File: src/rtl/node_integrator.sv
// Circuit-node integrator: sums signed channel currents onto a clamped node voltage,
// derives a hysteretic logic level and reports when the node has stopped moving.
module node_integrator #(
  parameter int W             = 16,
  parameter int N             = 4,
  parameter int SHIFT         = 2,
  parameter int VHI           = 16384,
  parameter int VLO           = -16384,
  parameter int TH_HI         = 4096,
  parameter int TH_LO         = -4096,
  parameter int EPS           = 0,
  parameter int SETTLE_CYCLES = 8,
  parameter bit INIT_LOGIC    = 1'b0
) (
  input  logic                eclk,
  input  logic                erst_n,
  input  logic                en,
  input  logic                load,
  input  logic signed [W-1:0] load_v,
  input  logic [N*W-1:0]      i_flat,
  output logic signed [W-1:0] v,
  output logic                logic_o,
  output logic                settled,
  output logic                sat_flag
);

  // Sum width leaves no room for overflow; voltage path adds two more guard bits.
  localparam int SW = W + $clog2(N) + 1;
  localparam int VW = SW + 2;
  localparam int CW = $clog2(SETTLE_CYCLES + 1);

  localparam logic signed [VW-1:0] VHI_X   = VW'(VHI);
  localparam logic signed [VW-1:0] VLO_X   = VW'(VLO);
  localparam logic signed [W-1:0]  VHI_W   = W'(VHI);
  localparam logic signed [W-1:0]  VLO_W   = W'(VLO);
  localparam logic signed [W-1:0]  TH_HI_W = W'(TH_HI);
  localparam logic signed [W-1:0]  TH_LO_W = W'(TH_LO);
  localparam logic [W:0]           EPS_X   = (W+1)'(EPS);
  localparam logic [CW-1:0]        CNT_MAX = CW'(SETTLE_CYCLES);

  logic signed [SW-1:0] sum;
  logic signed [SW-1:0] step;
  logic signed [VW-1:0] vn;
  logic signed [VW-1:0] lv_x;
  logic signed [W-1:0]  v_next;
  logic                 sat_next;
  logic                 logic_next;
  logic signed [W:0]    delta;
  logic [W:0]           abs_delta;
  logic                 quiet;
  logic [CW-1:0]        cnt;
  logic [CW-1:0]        cnt_next;

  always_comb begin
    sum = '0;
    for (int k = 0; k < N; k++) begin
      sum = sum + {{(SW-W){i_flat[k*W+W-1]}}, i_flat[k*W +: W]};
    end
  end

  assign step = sum >>> SHIFT;
  assign vn   = {{(VW-W){v[W-1]}}, v} + {{2{step[SW-1]}}, step};
  assign lv_x = {{(VW-W){load_v[W-1]}}, load_v};

  // Load takes priority; currents are ignored on a load cycle.
  always_comb begin
    logic signed [VW-1:0] raw;
    raw      = load ? lv_x : vn;
    sat_next = 1'b0;
    v_next   = raw[W-1:0];
    if (raw > VHI_X) begin
      v_next   = VHI_W;
      sat_next = 1'b1;
    end else if (raw < VLO_X) begin
      v_next   = VLO_W;
      sat_next = 1'b1;
    end
  end

  always_comb begin
    logic_next = logic_o;
    if (v_next > TH_HI_W)      logic_next = 1'b1;
    else if (v_next < TH_LO_W) logic_next = 1'b0;
  end

  assign delta     = {v_next[W-1], v_next} - {v[W-1], v};
  assign abs_delta = delta[W] ? unsigned'(-delta) : unsigned'(delta);
  assign quiet     = (abs_delta <= EPS_X);

  always_comb begin
    cnt_next = '0;
    if (quiet) cnt_next = (cnt == CNT_MAX) ? cnt : cnt + 1'b1;
  end

  always_ff @(posedge eclk or negedge erst_n) begin
    if (!erst_n) begin
      v        <= INIT_LOGIC ? VHI_W : VLO_W;
      logic_o  <= INIT_LOGIC;
      settled  <= 1'b0;
      sat_flag <= 1'b0;
      cnt      <= '0;
    end else if (load) begin
      v        <= v_next;
      logic_o  <= logic_next;
      sat_flag <= sat_next;
      settled  <= 1'b0;
      cnt      <= '0;
    end else if (en) begin
      v        <= v_next;
      logic_o  <= logic_next;
      sat_flag <= sat_next;
      cnt      <= cnt_next;
      settled  <= (cnt_next == CNT_MAX);
    end
  end

endmodule

File: config.mk
export PLATFORM = sky130hd
export DESIGN_NAME = node_integrator
export DESIGN_NICKNAME = d
export VERILOG_FILES = /design/src/rtl/node_integrator.sv
export SDC_FILE = /design/constraint.sdc
export NUM_CORES = 1
export LEC_CHECK = 0
export CAP_MARGIN = 25
export CORE_MARGIN = 4
export CORE_UTILIZATION = 30
export CTS_CLUSTER_DIAMETER = 200
export DETAILED_ROUTE_END_ITERATION = 8
export GPL_ROUTABILITY_DRIVEN = 0
export GPL_TIMING_DRIVEN = 0
export MAX_ROUTING_LAYER = met4
export SLEW_MARGIN = 10
export SYNTH_ARGS = -nofsm -noshare
export SYNTH_HDL_FRONTEND = slang
export SYNTH_SLANG_ARGS = --single-unit
File: constraint.sdc
create_clock -name eclk -period 6.8 [get_ports eclk]
set_input_delay 1.36 -clock eclk [delete_from_list [all_inputs] [get_ports eclk]]
set_output_delay 1.36 -clock eclk [all_outputs]
set_load 0.02 [all_outputs]
==> metrics.txt, run 1 <==
initial drt markers 400; maximum capacitance violations 0; layout cells sized above 1 0.258; CTS buffer count 3; area grow syn2layout 48.4%; cells after synthesis ~800; CTS H-tree depth 1; failing checks negative setup slack; full die area roughly 21000 µm²; Final Skew slightly below 0.009 ns; Reg2Reg Setup Slack -0.29 ns; Rel. slew slack 0.456; I/O pin total between 100 and 150; RSZ-0062 raised after global routing yes; worst-case clock buffer depth 2; CTS root buffer clkbuf_16; fraction of the cycle the final worst path needs 1.51; Synth Warn # 0; Worst Hold Path EP settled; Worst Setup SP i_flat[18]; drt total wl 18.4 mm; post-route setup slack -3.46 ns; status finished with violations; total track usage 0.167; Hold Crit Start settled; EDFF count, synth 0; min Tclk post-route a little over 10 ns; Die Wd 146 µm; clock sink count 23; CP peak stage delay about 0.54 ns; flops & latches, synth 23; Starting Density 0.306; Synth top area share 0.119; pin count of the biggest net entering global routing 24; arrival time of the worst setup path 10.45 ns; port buffer count between 100 and 150; R2R Path Start v[0]; Fin Hold WS a little under 0.5 ns; core area approximately 19000 µm²; critical path fanouts, max 7; CP Capture Type flip-flop; Synth area leader fa_1; Worst-Skew Late Latency between 0.2 and 0.3 ns; Post-synth ARST share 1.00; Final HPWL DP between 10 and 15 mm; grt ovf 0; worst slew pin tran approximately 0.8 ns; initial antenna violation count 0; via count 6378; Die Y 146 µm; R2R depth 25; Yosys cell types 82; Area contributors post-synth fa_1 12%, ha_1 11%, dfrtp_1 9.2%, inv_1 8.4%, nand2_1 4.9%; syn_area_per_cell between 7 and 8 µm²; count of pins over their slew limit 0; CTS tree done; Seq/Total Area, Yosys 0.101; critical path class input pin to flip-flop; Hold/Removal Path Class flip-flop to flip-flop; Avg WL per Cell between 15 and 20 µm; WHS Path Cells 2; CP most frequent cell o21ai_2; first-pass GRT wire length about 30 mm; fillers 1867; FF+latch area roughly 580 µm²; Antenna Cells 0; multi-input combinational cell area around 5400 µm²; Req. time, crit path about 7 ns; Max Freq about 0.097 GHz; Worst-path clk slew 0.07 ns; Startpoint Class input pin; final setup vio count 22; vias in the first global route between 6000 and 7000; most common cell after layout, fill and taps aside inv_1; drt via density 5.33; first-pass iteration count of the detailed router 6; layout net count around 1100; # rows 50; R2R Path End cnt[1]; Post-synth top flop dfrtp_1; antenna-violating nets left 0; syn_nets around 960; most frequent cells in the layout 120 x inv_1, 86 x clkdlybuf4s50_1, 66 x buf_4; final count of hold timing violations 0; DR DRC count 0; synthesized area about 5700 µm²; CP max-delay cell fa_1
## Yosys cell counts (5+ instances only)
cell / count
a31oi_1: 9
or2_2: 7
or3_1: 7
nand2b_1: 8
xor2_1: 6
a21oi_1: 53
o211ai_1: 6
nand2_1: 75
and3_1: 8
nor4_1: 10
a21o_1: 14
xnor2_1: 19
inv_1: 129
nor3_1: 16
o21ai_0: 52
fa_1: 34
nand3_1: 21
clkbuf_1: 18
ha_1: 52
mux2i_1: 5
nor2_1: 64
o21ai_1: 10
a211oi_1: 8
dfrtp_1: 21
a21boi_0: 9
o21a_1: 9
o31ai_1: 6
and2_1: 10
nor2b_1: 6
## area by class of cell
class                   count  share of cell area
well taps                 234              0.0344
clock buffers               4             0.00926
multi-input cells         616               0.637
plain buffers              18              0.0115
repair buffers            172               0.182
flip-flops and latches     23              0.0679
inverters                 129              0.0578
## registers in the layout (all words and copies together), names as in the netlist
register / cells
logic_o: 1
sat_flag: 1
settled: 1
v: 16
cnt: 4
## metrics by stage
step / TNS, ns / setup WS (ns) / cells / utilization / instance area, µm²
4_1_cts: -24.42 / -3.43 / 1175 / 0.430 / 8070
2_1_floorplan: -15.44 / -3.04 / 789 / - / 5880
5_1_grt: -33.04 / -3.93 / 1196 / 0.454 / 8510
3_3_place_gp: -50.85 / -5.01 / 1124 / 0.383 / 7190
3_5_place_dp: -51.30 / -5.09 / 1124 / 0.383 / 7180
6_report: -24.05 / -3.46 / 1196 / 0.454 / 8510
## worst max-delay path by stage
stage / endpoint / slack, ns / cells after the start
final: cnt[1] / -3.46 / 46
after global routing: cnt[1] / -3.93 / 46
after CTS: cnt[1] / -3.43 / 51
after detailed placement: cnt[1] / -5.09 / 44
after global placement: cnt[1] / -5.01 / 44
after floorplan: cnt[1] / -3.04 / 44
## per-layer routing
layer | routed length (µm) | share of wire | track usage | vias to the layer above
met1 | 8100 | 0.44 | 0.214 | 3038
met3 | 954 | 0.052 | 0.0189 | 27
met5 | 0 | 0 | - | -
li1 | - | - | - | 3121
met4 | 322 | 0.017 | 0.0362 | 0
met2 | 9030 | 0.49 | 0.285 | 192
## what timing repair did
| action | CTS | global route |
|---|---|---|
| gates resized for setup | 137 | 74 |
| hold endpoints to repair | 0 | 0 |
| buffers inserted | 50 | 22 |
| endpoints found under the setup margin | 23 | 23 |
| hold buffers | 0 | 0 |
| pin swaps | 45 | 60 |
| cloned | 0 | 0 |
## critical path: cells and delay by family
kind,cells,cell delay [ns]
buffers and inverters,5,0.52
AO/OA/AOI/OAI,26,4.13
adder cells (fa/ha/maj),5,1.78
AND/OR/NAND/NOR,9,2.33
multiplexers,1,0.33
## cells by family after synthesis
family          synth area share
compound gates             0.278
flops                      0.101
mux                       0.0172
xor+xnor                  0.0382
fa+ha+maj                  0.232
buf+inv                   0.0984
simple gates               0.235
Power of run 1 is not shown: default switching activity piles up to over one toggle a cycle in this logic, so the estimate is an artifact.
==> run 2: changes to the inputs <==
CORE_MARGIN = 1   (was 4)
==> run 2 against run 1 <==
Net effect:
- the run still ends with negative setup slack left
- utilization increased by 1.3 points
- count of clock-buffer cells in the layout fell by 1
- worst setup slack improved by 0.19 ns
- non-clock buffer count is 9 higher
==> metrics.txt, run 2 (synthesis gave the netlist of run 1 again) <==
Rel. slew slack 0.455; CP peak stage delay approximately 0.54 ns; RSZ-0062 raised after global routing yes; pin count of the biggest net entering global routing 24; full die area 19700 µm²; # rows 50; Hold/Removal Path Class flip-flop to flip-flop; Top reg by flops v; Die Y between 100 and 150 µm; Die Wd 140 µm; clock sink count 23; initial drt markers 373; Inst Count DP 1124; final count of hold timing violations 0; fraction of the cycle the final worst path needs 1.48; top flop regs v x16, cnt x4; critical path fanouts, max 7; Antenna Cells 0; I/O pin total between 100 and 150; CTS buffer count 3; number of flip-flops in the largest register 16; first-pass GRT wire length roughly 28 mm; final setup vio count 22; core area 18700 µm²; drt via density around 5.3; layout cells sized above 1 0.289; Avg WL per Cell between 15 and 20 µm; fillers about 1800; initial antenna violation count 0; most frequent cells in the layout 119 x inv_1, 86 x clkdlybuf4s50_1, 67 x buf_4; min Tclk post-route 10.07 ns; critical path class input pin to flip-flop; grt ovf 0; vias in the first global route around 6000; count of pins over their slew limit 0; Worst-path clk slew 0.07 ns; Hold Crit Start settled; first-pass iteration count of the detailed router 5; most common cell after layout, fill and taps aside inv_1; CP max-delay cell or4_4; via count 6375; CP most frequent cell o21ai_2; Worst-Skew Late Latency 0.27 ns; Final Non-Filler Cells 1205; CTS root buffer clkbuf_16; Final HPWL DP around 14 mm; Hold-fix buffers, CTS 0; Worst Setup SP i_flat[34]; Final Skew 0.00810 ns; Total Neg Setup Slack -19.83 ns; failing checks negative setup slack; maximum capacitance violations 0; antenna-violating nets left 0; drt total wl roughly 18 mm; layout net count approximately 1100; Req. time, crit path about 7 ns; worst-case clock buffer depth 2; CP Capture Type flip-flop; post-route setup slack -3.27 ns; arrival time of the worst setup path between 10 and 15 ns; total track usage 0.179; worst slew pin tran 0.815 ns; R2R Path Start v[0]; CTS tree done; port buffer count roughly 100; Starting Density 0.307; CTS H-tree depth 1; DR DRC count 0; area grow syn2layout 52.2%; Startpoint Class input pin; Max Freq ~0.099 GHz; status finished with violations
run 2: area by class of cell:
class	count	area [µm²]	area share
Timing Repair Buffer	181	1630	0.186
Clock buffer	3	75.1	0.00860
Clock inverter	1	5.00	0.000573
Buffer	18	109	0.0125
Multi-Input combinational cell	616	5550	0.636
Inverter	129	492	0.0563
Tap cell	234	293	0.0335
Sequential cell	23	578	0.0662
run 2: metal layers:
metal	up-vias	routed length [µm]	GRT usage
met1	3027	7940	0.221
met5	-	0	-
met4	0	501	0.0567
met2	170	9190	0.309
met3	34	790	0.0123
li1	3144	-	-
run 2: worst paths after layout:
check	to	slack, ns	cells past startpoint
max reg2reg	cnt[1]	-0.29	30
max in group asynchronous	v[7]	5.29	1
min	settled	0.49	2
max	cnt[1]	-3.27	47
min in group asynchronous	cnt[0]	1.10	1
min reg2reg	settled	0.49	2
run 2: critical path: cells and delay by family:
kind	cells	cell delay [ns]
AND/OR/NAND/NOR	12	2.25
adder cells (fa/ha/maj)	5	1.79
buffers and inverters	6	0.56
AO/OA/AOI/OAI	23	4.16
XOR/XNOR	1	0.13
run 2: stage by stage:
stage / instance area [µm²] / worst slack [ns] / util / hold slack, ns
global placement: 7190 / -4.99 / 0.384 / 0.472
global route: 8730 / -3.74 / 0.467 / 0.516
CTS: 7930 / -3.40 / 0.424 / 0.491
detailed placement: 7180 / -5.07 / 0.384 / 0.475
finish: 8730 / -3.27 / 0.467 / 0.486
floorplan: 5880 / -3.04 / - / 0.507
run 2: timing repair:
action / in CTS / in global routing
resized for setup: 113 / 143
endpoints found under the setup margin: 23 / 23
pin swaps: 43 / 61
gates cloned: 0 / 1
setup buffers: 45 / 39
Power of run 2 is left out for the same reason.
